File: config.mk
export PLATFORM = sky130hd
export DESIGN_NAME = spi_txn_arbiter
export DESIGN_NICKNAME = d
export VERILOG_FILES = /design/src/rtl/spi_txn_arbiter.sv
export SDC_FILE = /design/constraint.sdc
export NUM_CORES = 1
export LEC_CHECK = 0
export CELL_PAD_IN_SITES_DETAIL_PLACEMENT = 0
export CELL_PAD_IN_SITES_GLOBAL_PLACEMENT = 1
export CORE_UTILIZATION = 32
export DETAILED_ROUTE_END_ITERATION = 8
export GPL_TIMING_DRIVEN = 0
export PLACE_DENSITY_LB_ADDON = 0.3
export SLEW_MARGIN = 20
export SYNTH_ARGS = -nofsm -noshare
export SYNTH_HDL_FRONTEND = slang
export SYNTH_SLANG_ARGS = --single-unit
File: constraint.sdc
create_clock -name clk -period 2.1 [get_ports clk]
set_input_delay 0.315 -clock clk [delete_from_list [all_inputs] [get_ports clk]]
set_output_delay 0.315 -clock clk [all_outputs]
set_load 0.005 [all_outputs]
File: src/rtl/spi_txn_arbiter.sv
// Round-robin arbiter and sequencer sharing one byte-wide SPI master between NREQ requesters.
// The granted requester's byte and {cpol,cpha} are latched at grant. The master is launched
// with a one-cycle active-low strobe. Its busy handshake is followed to completion, and a
// watchdog aborts the transaction if the master hangs. Every output is registered.
//
// Ports:
//   clk, rst        system clock, asynchronous active-low reset
//   req             per-requester level request, held until that requester's done/err
//   req_data        transmit byte per requester, slot i = [8i+7:8i]
//   req_mode        {cpol,cpha} per requester, slot i = [2i+1:2i]
//   gnt             one-hot grant, held from launch to done/err
//   done, err       one-cycle pulse on the granted bit (completion / watchdog abort)
//   rd_data         received byte, updated only on a completed transfer
//   ctl_busy        high whenever the sequencer is not idle
//   m_en            active-low start strobe to the SPI master
//   m_cpol, m_cpha  mode to the master, stable from grant through the following gap
//   m_data_in       transmit byte to the master
//   m_busy          master busy flag
//   m_data_out      master receive byte
module spi_txn_arbiter #(
    parameter int unsigned NREQ       = 3,
    parameter int unsigned GAP_CYCLES = 4,
    parameter int unsigned TIMEOUT    = 64
) (
    input  logic                clk,
    input  logic                rst,
    input  logic [NREQ-1:0]     req,
    input  logic [8*NREQ-1:0]   req_data,
    input  logic [2*NREQ-1:0]   req_mode,
    output logic [NREQ-1:0]     gnt,
    output logic [NREQ-1:0]     done,
    output logic [NREQ-1:0]     err,
    output logic [7:0]          rd_data,
    output logic                ctl_busy,
    output logic                m_en,
    output logic                m_cpol,
    output logic                m_cpha,
    output logic [7:0]          m_data_in,
    input  logic                m_busy,
    input  logic [7:0]          m_data_out
);

    localparam int unsigned IDX_W = $clog2(NREQ);
    localparam int unsigned WD_W  = $clog2(TIMEOUT + 1);
    localparam int unsigned GAP_W = $clog2(GAP_CYCLES + 1);

    // The count reaches TIMEOUT-1 on the edge where the counter currently holds TIMEOUT-2.
    localparam logic [WD_W-1:0]  WD_FIRE  = WD_W'(TIMEOUT - 2);
    localparam logic [GAP_W-1:0] GAP_LAST = GAP_W'(GAP_CYCLES - 1);
    localparam logic [IDX_W-1:0] LAST_RST = IDX_W'(NREQ - 1);

    typedef enum logic [2:0] {
        StIdle,
        StLaunch,
        StWaitBusy,
        StWaitDone,
        StCapture,
        StGap
    } state_e;

    state_e             state_q, state_d;
    logic [IDX_W-1:0]   last_q, last_d;
    logic [WD_W-1:0]    wd_q, wd_d;
    logic [GAP_W-1:0]   gap_q, gap_d;
    logic [NREQ-1:0]    gnt_q, gnt_d;
    logic [NREQ-1:0]    done_q, done_d;
    logic [NREQ-1:0]    err_q, err_d;
    logic [7:0]         rd_q, rd_d;
    logic               en_q, en_d;
    logic               cpol_q, cpol_d;
    logic               cpha_q, cpha_d;
    logic [7:0]         txd_q, txd_d;
    logic               busy_q, busy_d;

    logic               found;
    logic [IDX_W-1:0]   pick;

    // Round-robin scan from last+1. Iterating from the farthest candidate down to the
    // nearest lets the nearest requesting slot win without an early exit.
    always_comb begin
        int unsigned cand;
        found = 1'b0;
        pick  = '0;
        cand  = 0;
        for (int unsigned k = NREQ; k >= 1; k--) begin
            cand = (int'(last_q) + k) % NREQ;
            if (req[cand]) begin
                found = 1'b1;
                pick  = IDX_W'(cand);
            end
        end
    end

    always_comb begin
        state_d = state_q;
        last_d  = last_q;
        wd_d    = wd_q;
        gap_d   = gap_q;
        gnt_d   = gnt_q;
        done_d  = '0;
        err_d   = '0;
        rd_d    = rd_q;
        en_d    = 1'b1;
        cpol_d  = cpol_q;
        cpha_d  = cpha_q;
        txd_d   = txd_q;

        unique case (state_q)
            StIdle: begin
                if (found) begin
                    gnt_d       = '0;
                    gnt_d[pick] = 1'b1;
                    txd_d       = req_data[8*int'(pick) +: 8];
                    cpol_d      = req_mode[2*int'(pick) + 1];
                    cpha_d      = req_mode[2*int'(pick)];
                    en_d        = 1'b0;
                    last_d      = pick;
                    wd_d        = '0;
                    state_d     = StLaunch;
                end
            end
            StLaunch: begin
                state_d = StWaitBusy;
            end
            StWaitBusy: begin
                // Seeing busy rise is not completion, so the watchdog takes priority.
                if (wd_q == WD_FIRE) begin
                    err_d   = gnt_q;
                    gnt_d   = '0;
                    gap_d   = '0;
                    state_d = StGap;
                end else begin
                    wd_d = wd_q + 1'b1;
                    if (m_busy) begin
                        state_d = StWaitDone;
                    end
                end
            end
            StWaitDone: begin
                if (!m_busy) begin
                    state_d = StCapture;
                end else if (wd_q == WD_FIRE) begin
                    err_d   = gnt_q;
                    gnt_d   = '0;
                    gap_d   = '0;
                    state_d = StGap;
                end else begin
                    wd_d = wd_q + 1'b1;
                end
            end
            StCapture: begin
                rd_d    = m_data_out;
                done_d  = gnt_q;
                gap_d   = '0;
                state_d = StGap;
            end
            StGap: begin
                // Grant stays visible alongside the done pulse and clears on the next edge.
                gnt_d = '0;
                if (gap_q == GAP_LAST) begin
                    state_d = StIdle;
                end else begin
                    gap_d = gap_q + 1'b1;
                end
            end
            default: begin
                state_d = StIdle;
                gnt_d   = '0;
            end
        endcase

        busy_d = (state_d != StIdle);
    end

    always_ff @(posedge clk or negedge rst) begin
        if (!rst) begin
            state_q <= StIdle;
            last_q  <= LAST_RST;
            wd_q    <= '0;
            gap_q   <= '0;
            gnt_q   <= '0;
            done_q  <= '0;
            err_q   <= '0;
            rd_q    <= '0;
            en_q    <= 1'b1;
            cpol_q  <= 1'b0;
            cpha_q  <= 1'b0;
            txd_q   <= '0;
            busy_q  <= 1'b0;
        end else begin
            state_q <= state_d;
            last_q  <= last_d;
            wd_q    <= wd_d;
            gap_q   <= gap_d;
            gnt_q   <= gnt_d;
            done_q  <= done_d;
            err_q   <= err_d;
            rd_q    <= rd_d;
            en_q    <= en_d;
            cpol_q  <= cpol_d;
            cpha_q  <= cpha_d;
            txd_q   <= txd_d;
            busy_q  <= busy_d;
        end
    end

    assign gnt       = gnt_q;
    assign done      = done_q;
    assign err       = err_q;
    assign rd_data   = rd_q;
    assign ctl_busy  = busy_q;
    assign m_en      = en_q;
    assign m_cpol    = cpol_q;
    assign m_cpha    = cpha_q;
    assign m_data_in = txd_q;

endmodule

Yosys cells after proc, flatten, opt, wreduce, memory -nomap -nowiden
Cells that the tools add are included.
{"block": "op_classes", "n_div": 3, "shifts": 1, "multipliers": 0, "n_reduce_logical": 10, "magnitude_cmp": 7, "add_sub_neg": 6, "n_mux": 44, "bitwise_logic": 1, "n_eq_ne": 10}
{"op": "$lt A32 B3 Y1 const B", "count": 3}
{"op": "$mod A32 B2 Y32 const B", "count": 3}
{"op": "$mux W3", "count": 15}
{"op": "$pmux W3 S4", "count": 2}
{"op": "$shiftx A24 B6 Y8", "count": 1}
{"op": "$mux W7", "count": 3}
{"op": "$pmux W7 S3", "count": 1}
{"op": "$pmux W3 S6", "count": 1}
{"op": "$mux W1", "count": 12}
{"op": "$eq A3 B2 Y1 const B", "count": 3}
{"op": "$reduce_and A3 Y1", "count": 3}
{"op": "$bmux W1 S2", "count": 4}
{"op": "$add A7 B1 Y7 const B", "count": 1}
{"op": "$eq A7 B6 Y1 const B", "count": 1}
{"op": "$add A2 B2 Y3 const B", "count": 2}
{"op": "$eq A3 B3 Y1 const B", "count": 2}
{"op": "$mux W2", "count": 3}
{"op": "$ne A2 B2 Y1 const B", "count": 3}
{"op": "$pmux W3 S2", "count": 1}
{"op": "$reduce_bool A3 Y1", "count": 2}
{"op": "$add A3 B1 Y4 const B", "count": 1}
{"op": "$lt A3 B4 Y1 const B", "count": 1}
{"op": "$lt A4 B4 Y1 const B", "count": 1}
{"op": "$reduce_bool A4 Y1", "count": 1}
{"op": "other kinds (12)", "count": 12}
{"block": "word_totals", "n_memories": 0, "inputBits": 44, "latch_bits": 0, "output_inout_bits": 29, "regBits": 44, "elab_cells": 95, "romBits": 0, "ramBits": 0}

Logic depth before layout (Yosys ltp)
Gate-level depths: netlist (run 1).
{"block": "depth", "word_depth": 13, "depth_mapped": 11, "ltp_nobuf": 9}

Least setup slack after synthesis (run 1)
Ideal clock, no wire load.
{"block": "synth_path", "path_type": "flip-flop to flip-flop", "startpoint": "register last_q[1]", "endpoint": "register txd_q[6] (netlist: m_data_in[6])", "path_stages_with_launch": 10, "setup_ns": 0.126, "path_slack_ns": -0.180, "t_arrival_ns": 2.154, "period_less_slack_ns": 2.280, "n_path_buf": 2, "cell_sequence": "dfstp_2 > ha_1 > buf_4 > o211ai_1 > nor3_1 > nor2b_1 > inv_2 > buf_2 > a21o_1 > o32a_1"}
{"block": "synth_between", "elab_chain_cells": 8}
{"element": "start, declared", "line": "62", "source": "logic [IDX_W-1:0] last_q, last_d;"}
{"element": "start signal, assigned", "line": "192", "source": "last_q <= last_d;"}
{"element": "$add A2 B2 Y3", "line": "86", "source": "cand = (int'(last_q) + k) % NREQ;"}
{"element": "$mod A32 B2 Y32", "line": "86"}
{"element": "$bmux W1 S2", "line": "87", "source": "if (req[cand]) begin"}
{"element": "$mux W1 (not written as such)", "line": "87"}
{"element": "$mux W2 or $mux W1 (tied branches) (3 in series)", "line": "87"}
{"element": "$shiftx A24 B6 Y8 or $reduce_and A2 Y1 (tied branches)"}
{"element": "end signal, assigned", "line": "202", "source": "txd_q <= txd_d;"}
{"element": "end, declared", "line": "72", "source": "logic [7:0] txd_q, txd_d;"}
Several ways; a longest one is shown, not always the timed one. The select of a mux whose other input is x is not followed.
A chain may end at the register's enable or synchronous reset.

Final worst setup path (run 1)
{"block": "layout_path", "startpoint": "register last_q[1]", "endpoint": "register txd_q[7] (netlist: m_data_in[7])"}
The elaborated chain is that of the path after synthesis.

==> metrics.md, run 1 <==
| Metric | Value |
|---|---|
| Met2 usage | a little over a quarter |
| Initial antenna violation count | 0 |
| Die Width | approximately 89 µm |
| DP Wirelength | 4340 µm |
| R2R setup slack | -0.23 ns |
| Vias in the first global route | 2066 |
| H-tree depth | 2 |
| Antenna fix cells | 0 |
| GPL Wtd Cong | approximately 0.76 |
| TritonCTS Buffers | 5 |
| Max-slew violation count | 0 |
| R2R cell count | 9 |
| Sw frac | approximately 36% |
| Final worst-path cycle share | 111% |
| Root Driver | clkbuf_8 |
| Vias per cell | a little under 5 |
| Nets | between 300 and 400 |
| Post-synthesis cell count | about 250 |
| DRC | 0 |
| Leak | around 1.5 nW |
| Synth cell types | 49 |
| WP data arrival | between 2 and 3 ns |
| All-Layer GR Usage | ~17% |
| Placed cell count | 418 |
| Kind of critical path | reg -> reg |
| Grt met3 use | under 10% |
| Iter 0 DRT Violations | roughly 110 |
| Syn nets | slightly below 300 |
| CTS tree | built |
| Pwr per Cell Area | between 1000 and 1500 mW/mm² |
| Clock Latency Late Sink | roughly 0.29 ns |
| Initial core utilization | 33.4% |
| Int Pwr | 3.07 mW |
| Core ar. | approximately 0.0073 mm² |
| Total iterations of the first detailed-routing run | 4 |
| Flop pwr share | 28.6% |
| Clock Power Share | 14.2% |
| Maximum buffer depth of the clock tree | 2 |
| Fmax | around 0.43 GHz |
| First-pass GRT wire length | approximately 10000 µm |
| Largest net degree at the start of global routing | 32 |
| Worst Setup Start Kind | flip-flop |
| Worst setup EP type | flip-flop |
| GRT busiest layer | met2 |
| CP cell instances | ha_4, buf_6, o211ai_1, nor3_2, nor2b_2, inv_4, buf_12, a21o_1, o32a_1 |
| Row Count | 31 |
| CP Max Fanout | 6 |
| Via count | about 2.2k |
| Max Cap Viol | 0 |
| Synth Warn # | 0 |
| Peak VDD IR | around 0.48 mV |
| Yosys reg bits | 44 |
| Post-Layout Cell Count | 441 |
| Avg Cell Area, Syn | between 9 and 10 µm² |
| Mapped Area | between 0.002 and 0.0025 mm² |
| Logic pwr share | 57.2% |
| Boundary Pins | 73 |
| Violated checks | setup timing |
| Routed WL per cell | roughly 14 µm |
| Switching power | approximately 1.7 mW |
| Die area | roughly 0.008 mm² |
| Die Y | roughly 90 µm |
| Outcome | finished with violations |
| Worst-path clk slew | about 0.09 ns |
| Final setup fails | 22 |
| Final setup margin | -0.233 ns |
| Fillers | 658 |
| Area growth from synthesis to final layout | 51.4% |
| Post-layout minimum cycle time | ~2.3 ns |
| Setup Slack @ Placement | -0.510 ns |
| Layout cells sized above 1 | between 20% and 30% |
| Clock sink count | 44 |
| Number of port buffers | roughly 70 |
| Max Clock Skew | 0.0101 ns |
| Worst Path Required | roughly 2.3 ns |
| Hold slack final | 0.453 ns |
| FFs w/ async S/R, synth | 100% |
| Routed wire length | roughly 6300 µm |
| Synth Flop Type | dfrtp_1 |
| Rel. slew slack | a little under two thirds |
| Register area share after synthesis | roughly 45% |
| Hold Violations, Final | 0 |
| Hold Crit Class | in -> async |
| EDFF count, synth | 0 |
| CP peak stage delay | around 0.58 ns |
| Final ANT Viol Nets | 0 |
| Total chip power | 4.80 mW |
| RSZ-0062 raised after global routing | true |
| Slowest CP cell | dfstp_2 |
| GRT overflow | 0 |
| Met1 Resource Use GR | around 22% |
| Worst Max-Slew Pin Slew | approximately 0.54 ns |
-- final timing paths --
kind	end	start
max	m_data_in[7]	last_q[1]
min	gap_q[1]	rst
max reg2reg	m_data_in[7]	last_q[1]
min reg2reg	gap_q[2]	gap_q[2]
max in group asynchronous	last_q[1]	rst
min in group clk	gap_q[2]	gap_q[2]
-- power by group through the flow --
stage | Combinational, mW | Sequential, mW | Clock (mW)
5_1_grt | 3.00 | 1.42 | 0.744
4_1_cts | 2.71 | 1.37 | 0.703
3_3_place_gp | 2.30 | 1.39 | 0
2_1_floorplan | 1.46 | 1.37 | 0
6_report | 2.75 | 1.37 | 0.681
3_5_place_dp | 2.33 | 1.38 | 0
-- state kept, by name (all words and copies together) (netlist names) --
register	flops
m_cpol	1
gap_q	3
m_data_in	8
m_en	1
err	3
done	3
ctl_busy	1
m_cpha	1
wd_q	7
rd_data	8
last_q	2
gnt	3
state_q	3
-- kinds of logic (layout without fill, tap and decap cells) --
logic type,count (synthesis),count (layout),share of synthesized area [%]
mux,11,11,5.01
buf+inv,29,125,4.96
compound gates,62,62,18.8
flops,44,44,45.1
fa+ha+maj,7,7,3.58
simple gates,93,93,22.6
-- per-layer routing --
metal,share of wire [%],wire length [µm]
met2,44,2770
met1,48,3020
met4,0.38,24
met3,7.6,475
met5,0,0
-- cells in the final DEF, fill, tap and decap left out, types with 5 or more instances in the layout --
master           netlist  routed
nand2_1               17      17
clkbuf_1               9       6
buf_4                  1      12
nand3_1                8       8
dfrtp_1               42      42
nor2_1                22      21
a21oi_1                9       8
ha_1                   7       5
a21o_1                11      11
mux2_2                10      10
nor3_1                 7       6
o32a_1                10      10
o21ai_0                8       8
nand2b_1               9       8
clkbuf_8               0       6
clkdlybuf4s50_1        0      71
inv_1                 15      14
-- layout make-up --
class	count	area [µm²]	area share (%)
Tap cell	99	124	3.34
Inverter	16	62.6	1.69
Buffer	13	83.8	2.26
Clock inverter	2	38.8	1.05
Timing Repair Buffer	88	880	23.7
Clock buffer	6	82.6	2.23
Sequential cell	44	1100	29.8
Multi-Input combinational cell	173	1330	35.9
-- worst max-delay path: cells and delay by family (launching register included) --
| family | cells | cell delay (ns) |
|---|---|---|
| and+or+nand+nor | 2 | 0.31 |
| AOI/OAI and AO/OA | 3 | 0.75 |
| adders and majority gates | 1 | 0.22 |
| buffers and inverters | 3 | 0.35 |
| DFF | 1 | 0.58 |
-- timing repair --
item | 4_1_cts | 5_1_grt
hold endpoints to repair | 13 | 0
endpoints found under the setup margin | 30 | 22
hold buffers | 1 | 0
pin swaps | 5 | 4
buffers inserted | 12 | 0
gates resized for setup | 17 | 5
gates cloned | 2 | 0
-- synth_stat cells, types with 2 or more instances --
master     n  area [µm²]
dfrtp_1   42        1050
nor2_1    22        82.6
nand2_1   17        63.8
inv_1     15        56.3
a21o_1    11        82.6
mux2_2    10         113
o32a_1    10         100
a21oi_1    9        45.0
clkbuf_1   9        33.8
nand2b_1   9        56.3
nand3_1    8        40.0
nor4b_2    8         120
o21ai_0    8        40.0
ha_1       7        87.6
nor3_1     7        35.0
nor2b_1    4        25.0
nand3b_1   3        22.5
o211ai_1   3        22.5
o22ai_1    3        18.8
or2_2      3        18.8
a31oi_1    2        12.5
dfstp_2    2        52.6
nand4_1    2        12.5
nor4b_1    2        17.5
o211a_1    2        20.0
o31ai_1    2        15.0
o41ai_1    2        17.5
or3_1      2        12.5
or4_1      2        15.0
-- stage by stage --
stage | cell area, µm² | TNS [ns] | utilization (%)
2_1_floorplan | 2490 | -0.584 | -
3_3_place_gp | 3340 | -32.28 | 45.6
3_5_place_dp | 3350 | -7.73 | 45.8
4_1_cts | 3680 | -2.60 | 50.2
5_1_grt | 3710 | -5.04 | 50.6
6_report | 3710 | -2.80 | 50.6
Note: power is estimated with default switching activity, not from simulation.
==> inputs of run 2 (changes only) <==
--- a/config.mk
+++ b/config.mk
@@ -7,6 +7,7 @@
 export LEC_CHECK = 0
 export CELL_PAD_IN_SITES_DETAIL_PLACEMENT = 0
 export CELL_PAD_IN_SITES_GLOBAL_PLACEMENT = 1
+export CORE_MARGIN = 1.5
 export CORE_UTILIZATION = 32
 export DETAILED_ROUTE_END_ITERATION = 8
 export GPL_TIMING_DRIVEN = 0
==> run 2 against run 1 <==
The run ends with hold timing, setup timing left. Maximum frequency is 0.47% higher. First-iteration DRC count unchanged. Die area increased by 2.2%. Register-to-register slack is essentially flat. Routed wire length up 6.6%. Worst hold slack worse by 0.46 ns. Sequential cell count unchanged. Core utilization increased by 2.9 points. Global-route usage is essentially flat. Design area grew 5.6%. Clock-buffer cell count shrank 1. Largest cell class unchanged. Largest power group unchanged.
==> metrics.md, run 2 (synthesized netlist as in run 1, its figures left out) <==
| Metric | Value |
|---|---|
| Final ANT Viol Nets | 0 |
| Die area | 0.00819 mm² |
| GRT overflow | 0 |
| Crit path max-delay family | compound AO/OA/AOI/OAI gates |
| Max Clock Skew | slightly above 0.009 ns |
| Hold slack final | -0.00335 ns |
| CTS tree | built |
| Vias per cell | 5.06 |
| CP peak stage delay | approximately 0.57 ns |
| Violated checks | hold timing, setup timing |
| Core ar. | around 0.0073 mm² |
| All-Layer GR Usage | between 10% and 20% |
| Rel. slew slack | about three fifths |
| Hold Violations, Final | 7 |
| Hold Crit Class | in -> async |
| Routed WL per cell | between 15 and 20 µm |
| Row Count | 31 |
| Placed cell count | ~420 |
| TritonCTS Buffers | 5 |
| RSZ-0062 raised after global routing | true |
| Max Cap Viol | 0 |
| Via count | between 2k and 2.5k |
| Layout cells sized above 1 | around 25% |
| Largest net degree at the start of global routing | 24 |
| Post-layout minimum cycle time | 2.32 ns |
| Most common cell after layout, fill and taps aside | clkdlybuf4s50_1 |
| Fmax | 0.431 GHz |
| CP Buf/Inv Count | 2 |
| Slowest CP cell | dfstp_2 |
| Max-slew violation count | 0 |
| Worst Setup Start Kind | flip-flop |
| Util after Layout | between 50 and 60% |
| Die Y | about 90 µm |
| Worst Max-Slew Pin Slew | roughly 0.63 ns |
| Peak VDD IR | approximately 0.6 mV |
| Root Driver | clkbuf_8 |
| Initial core utilization | roughly a third |
| Initial antenna violation count | 0 |
| Post-Layout Cell Count | approximately 450 |
| DP Wirelength | about 4500 µm |
| GPL Wtd Cong | 0.753 |
| Most frequent cells in the layout | 71 x clkdlybuf4s50_1, 42 x dfrtp_1, 20 x nor2_1 |
| Final worst-path cycle share | 111% |
| Boundary Pins | 73 |
| Die Width | approximately 90 µm |
| Outcome | finished with violations |
| Worst Path Required | approximately 2.3 ns |
| Setup Slack @ Placement | -0.494 ns |
| CP Max Fanout | 5 |
| CTS Hold Bufs | 0 |
| CP cell instances | ha_4, a21bo_2, a21oi_4, nor3_4, nor2b_4, inv_4, buf_12, a21o_1, o32a_1 |
| Final setup margin | -0.222 ns |
| Worst setup EP type | flip-flop |
| WP data arrival | between 2 and 3 ns |
| DRC | 0 |
| Kind of critical path | reg -> reg |
| Iter 0 DRT Violations | 107 |
| Leak | 1.61 nW |
| Number of port buffers | a little over 70 |
| Area growth from synthesis to final layout | 59.9% |
| Nets | between 300 and 400 |
| H-tree depth | 2 |
| Antenna fix cells | 0 |
| Area occupied by multi-input gates | approximately 0.0014 mm² |
| Clock Latency Late Sink | approximately 0.30 ns |
| Routed wire length | between 6000 and 7000 µm |
| Worst-path clk slew | 0.09 ns |
| Final setup fails | 19 |
| Total iterations of the first detailed-routing run | 4 |
| Clock sink count | 44 |
| First-pass GRT wire length | 11000 µm |
| Pwr per Cell Area | 1330 mW/mm² |
| Vias in the first global route | ~2.2k |
| Sequential cell area | ~0.0011 mm² |
| Fillers | 650 |
| Maximum buffer depth of the clock tree | 2 |
-- run 2: repair_timing --
action	4_1_cts	5_1_grt
setup buffers	8	9
cloned	3	2
gates resized for setup	20	36
endpoints found under the hold margin	0	0
setup endpoints to repair	22	30
pin swaps	4	19
-- run 2: per-stage QoR --
step	TNS, ns	total power [mW]	cell area, µm²
finish	-2.42	5.19	3920
global route	-4.04	5.56	3920
CTS	-2.72	4.76	3670
detailed placement	-7.57	3.72	3360
global placement	-31.36	3.69	3340
floorplan	-0.584	2.83	2490
-- run 2: power by group --
group,internal [mW],switching (mW)
registers,1.17,0.201
clock network,0.236,0.317
logic,1.85,1.42
-- run 2: final cells by class --
type	instances	area share (%)
clock buffer	5	1.76
buffer	13	2.68
sequential	44	28.2
tap	99	3.16
clock inverter	3	0.607
inverter	16	1.60
timing repair buffer	93	25.6
multi-input combinational	173	36.5
-- run 2: final timing paths --
| path | depth (start not counted) | slack [ns] | endpoint | start |
|---|---|---|---|---|
| max reg2reg | 9 | -0.22 | m_data_in[4] | last_q[1] |
| min reg2reg | 2 | 0.51 | gap_q[2] | gap_q[2] |
| min in group clk | 2 | 0.51 | gap_q[2] | gap_q[2] |
| max in group asynchronous | 2 | 1.50 | m_en | rst |
| max | 9 | -0.22 | m_data_in[4] | last_q[1] |
| min | 1 | -0.003 | gap_q[1] | rst |
-- run 2: layer usage --
metal | track usage [%] | wire length (µm) | vias to the layer above
met5 | 0 | 0 | -
met4 | 4.10 | 72 | 0
met3 | 3.96 | 358 | 8
met2 | 26.4 | 3170 | 72
met1 | 22.2 | 3110 | 1078
li1 | - | - | 1099
==> inputs of run 3 (changes only) <==
--- a/config.mk
+++ b/config.mk
@@ -7,8 +7,9 @@
 export LEC_CHECK = 0
 export CELL_PAD_IN_SITES_DETAIL_PLACEMENT = 0
 export CELL_PAD_IN_SITES_GLOBAL_PLACEMENT = 1
+export CORE_ASPECT_RATIO = 2
 export CORE_MARGIN = 1.5
-export CORE_UTILIZATION = 32
+export CORE_UTILIZATION = 38
 export DETAILED_ROUTE_END_ITERATION = 8
 export GPL_TIMING_DRIVEN = 0
 export PLACE_DENSITY_LB_ADDON = 0.3
==> constraint.sdc (replaced) <==
create_clock -name clk -period 2.89 [get_ports clk]
set_input_delay 0.4335 -clock clk [delete_from_list [all_inputs] [get_ports clk]]
set_output_delay 0.4335 -clock clk [all_outputs]
set_load 0.005 [all_outputs]
==> run 3 against run 2 <==
Via count shrank 4.1%. Setup slack gained 0.51 ns. Worst hold slack gained 0.053 ns. Critical path depth is the same. The flow now finishes without violations.
==> metrics.md, run 3 (synthesized netlist as in run 1, its figures left out) <==
| Metric | Value |
|---|---|
| CP Max Fanout | 10 |
| CTS tree | built |
| Nets | ~380 |
| Crit path max-delay family | compound AO/OA/AOI/OAI gates |
| Int Pwr | about 2.1 mW |
| Logic pwr share | between 40% and 50% |
| Clock Latency Late Sink | a little under 0.3 ns |
| Core ar. | approximately 0.0063 mm² |
| CTS Hold Bufs | 0 |
| CP peak stage delay | 0.55 ns |
| Antenna fix cells | 0 |
| Kind of critical path | reg -> reg |
| Worst Setup Start Kind | flip-flop |
| Boundary Pins | 73 |
| Slowest CP cell | dfstp_2 |
| Most frequent cells in the layout | 71 x clkdlybuf4s50_1, 42 x dfrtp_1, 22 x nor2_1 |
| Sw frac | 35.6% |
| Final setup fails | 0 |
| Final ANT Viol Nets | 0 |
| GPL Wtd Cong | ~0.77 |
| Leak | roughly 1.4 nW |
| Final worst-path cycle share | 90.2% |
| Routed WL per cell | roughly 15 µm |
| Number of port buffers | 72 |
| Most common cell after layout, fill and taps aside | clkdlybuf4s50_1 |
| Clock Power Share | between 20% and 30% |
| WP data arrival | 2.78 ns |
| DP Wirelength | between 4000 and 5000 µm |
| Max Cap Viol | 0 |
| Maximum buffer depth of the clock tree | 2 |
| Total iterations of the first detailed-routing run | 4 |
| DRC | 0 |
| Post-layout minimum cycle time | about 2.6 ns |
| Die area | 0.00696 mm² |
| Rel. slew slack | 44.5% |
| Layout cells sized above 1 | a little under an eighth |
| Max-slew violation count | 0 |
| Via count | ~2.2k |
| Setup repair bufs after CTS | 0 |
| Root Driver | clkbuf_16 |
| Largest net degree at the start of global routing | 33 |
| Iter 0 DRT Violations | between 40 and 50 |
| Flop pwr share | 30.3% |
| Fmax | roughly 0.38 GHz |
| RR Startpoint | last_q[1] |
| Pwr per Cell Area | 943 mW/mm² |
| Sum of negative setup slack | 0 ns |
| Hold Crit Class | in -> async |
| TritonCTS Buffers | 5 |
| Routed wire length | roughly 6000 µm |
| CP cell instances | ha_1, buf_4, o211ai_1, nor3_1, nor2b_1, inv_2, buf_2, a21o_1, o32a_1 |
| RSZ-0062 raised after global routing | false |
| Vias per cell | ~5.2 |
| Worst setup EP type | flip-flop |
| Worst Path Required | about 3.1 ns |
| Worst Max-Slew Pin Slew | around 0.83 ns |
| GRT overflow | 0 |
| Post-route design area | 0.00346 mm² |
| Placed cell areas | roughly 0.0033 mm² |
| All-Layer GR Usage | a little under a fifth |
| Hold Violations, Final | 0 |
| Switching power | 1.16 mW |
| Area growth from synthesis to final layout | 41.5% |
| Row Count | 41 |
| Initial antenna violation count | 0 |
| Outcome | finished clean |
| Worst-path clk slew | roughly 0.060 ns |
| H-tree depth | 2 |
| Die Width | between 50 and 60 µm |
| CP Buf/Inv Count | 3 |
| Die Y | 117 µm |
| CP Launch Point | last_q[1] |
| Initial core utilization | 39.1% |
| First-pass GRT wire length | between 10000 and 15000 µm |
| Peak VDD IR | 0.507 mV |
| Vias in the first global route | about 2.2k |
| Max Clock Skew | around 0.0035 ns |
| Gates resized, CTS repair | 0 |
| Clock sink count | 44 |
[run 3: cell types whose count changed in the layout (fill, tap and decap cells not counted), sizes merged]
cell	previous run	this run
buf	26	6
bufinv	0	1
clkinv	1	2
clkinvlp	2	0
[run 3: final timing paths]
check	end	slack (ns)	cells past startpoint
setup / recovery	m_data_in[6]	0.28	9
max in group asynchronous	m_en	2.28	2
hold / removal	wd_q[5]	0.05	1
min in group clk	rd_data[7]	0.50	1
setup reg to reg	m_data_in[6]	0.28	9
hold reg to reg	rd_data[7]	0.50	1
[run 3: cell type report]
type / count / area, µm²
multi-input cells: 173 / 1220
flip-flops and latches: 44 / 1100
inverters: 16 / 60.1
repair buffers: 73 / 736
plain buffers: 13 / 61.3
clock inverters: 3 / 47.5
fillers: 597 / 2790
well taps: 86 / 108
clock buffers: 5 / 125
[run 3: metal layers]
metal / up-vias / wire length (µm) / track usage [%]
li1: 1059 / - / -
met1: 1046 / 2170 / 19.0
met2: 53 / 3570 / 37.3
met3: 7 / 183 / 2.55
met4: 0 / 110 / 7.26
met5: - / 0 / 0
[run 3: through the flow]
stage          power [mW]  setup slack (ns)  hold WS, ns  utilization, %  std cells
2_1_floorplan        2.00             0.610        0.138               -        246
3_3_place_gp         2.60            0.0811        0.481            52.4        404
3_5_place_dp         2.64            0.0749        0.368            52.6        405
4_1_cts              3.31             0.228       0.0566            55.4        413
5_1_grt              3.53            0.0714       0.0743            55.4        413
6_report             3.27             0.283       0.0497            55.4        413
[run 3: power by group through the flow]
stage               sequential, mW  clock [mW]  combinational [mW]
global placement             0.997           0                1.61
detailed placement            1.00           0                1.64
CTS                          0.993       0.675                1.64
floorplan                    0.994           0                1.01
global route                  1.02       0.696                1.81
finish                       0.989       0.661                1.62
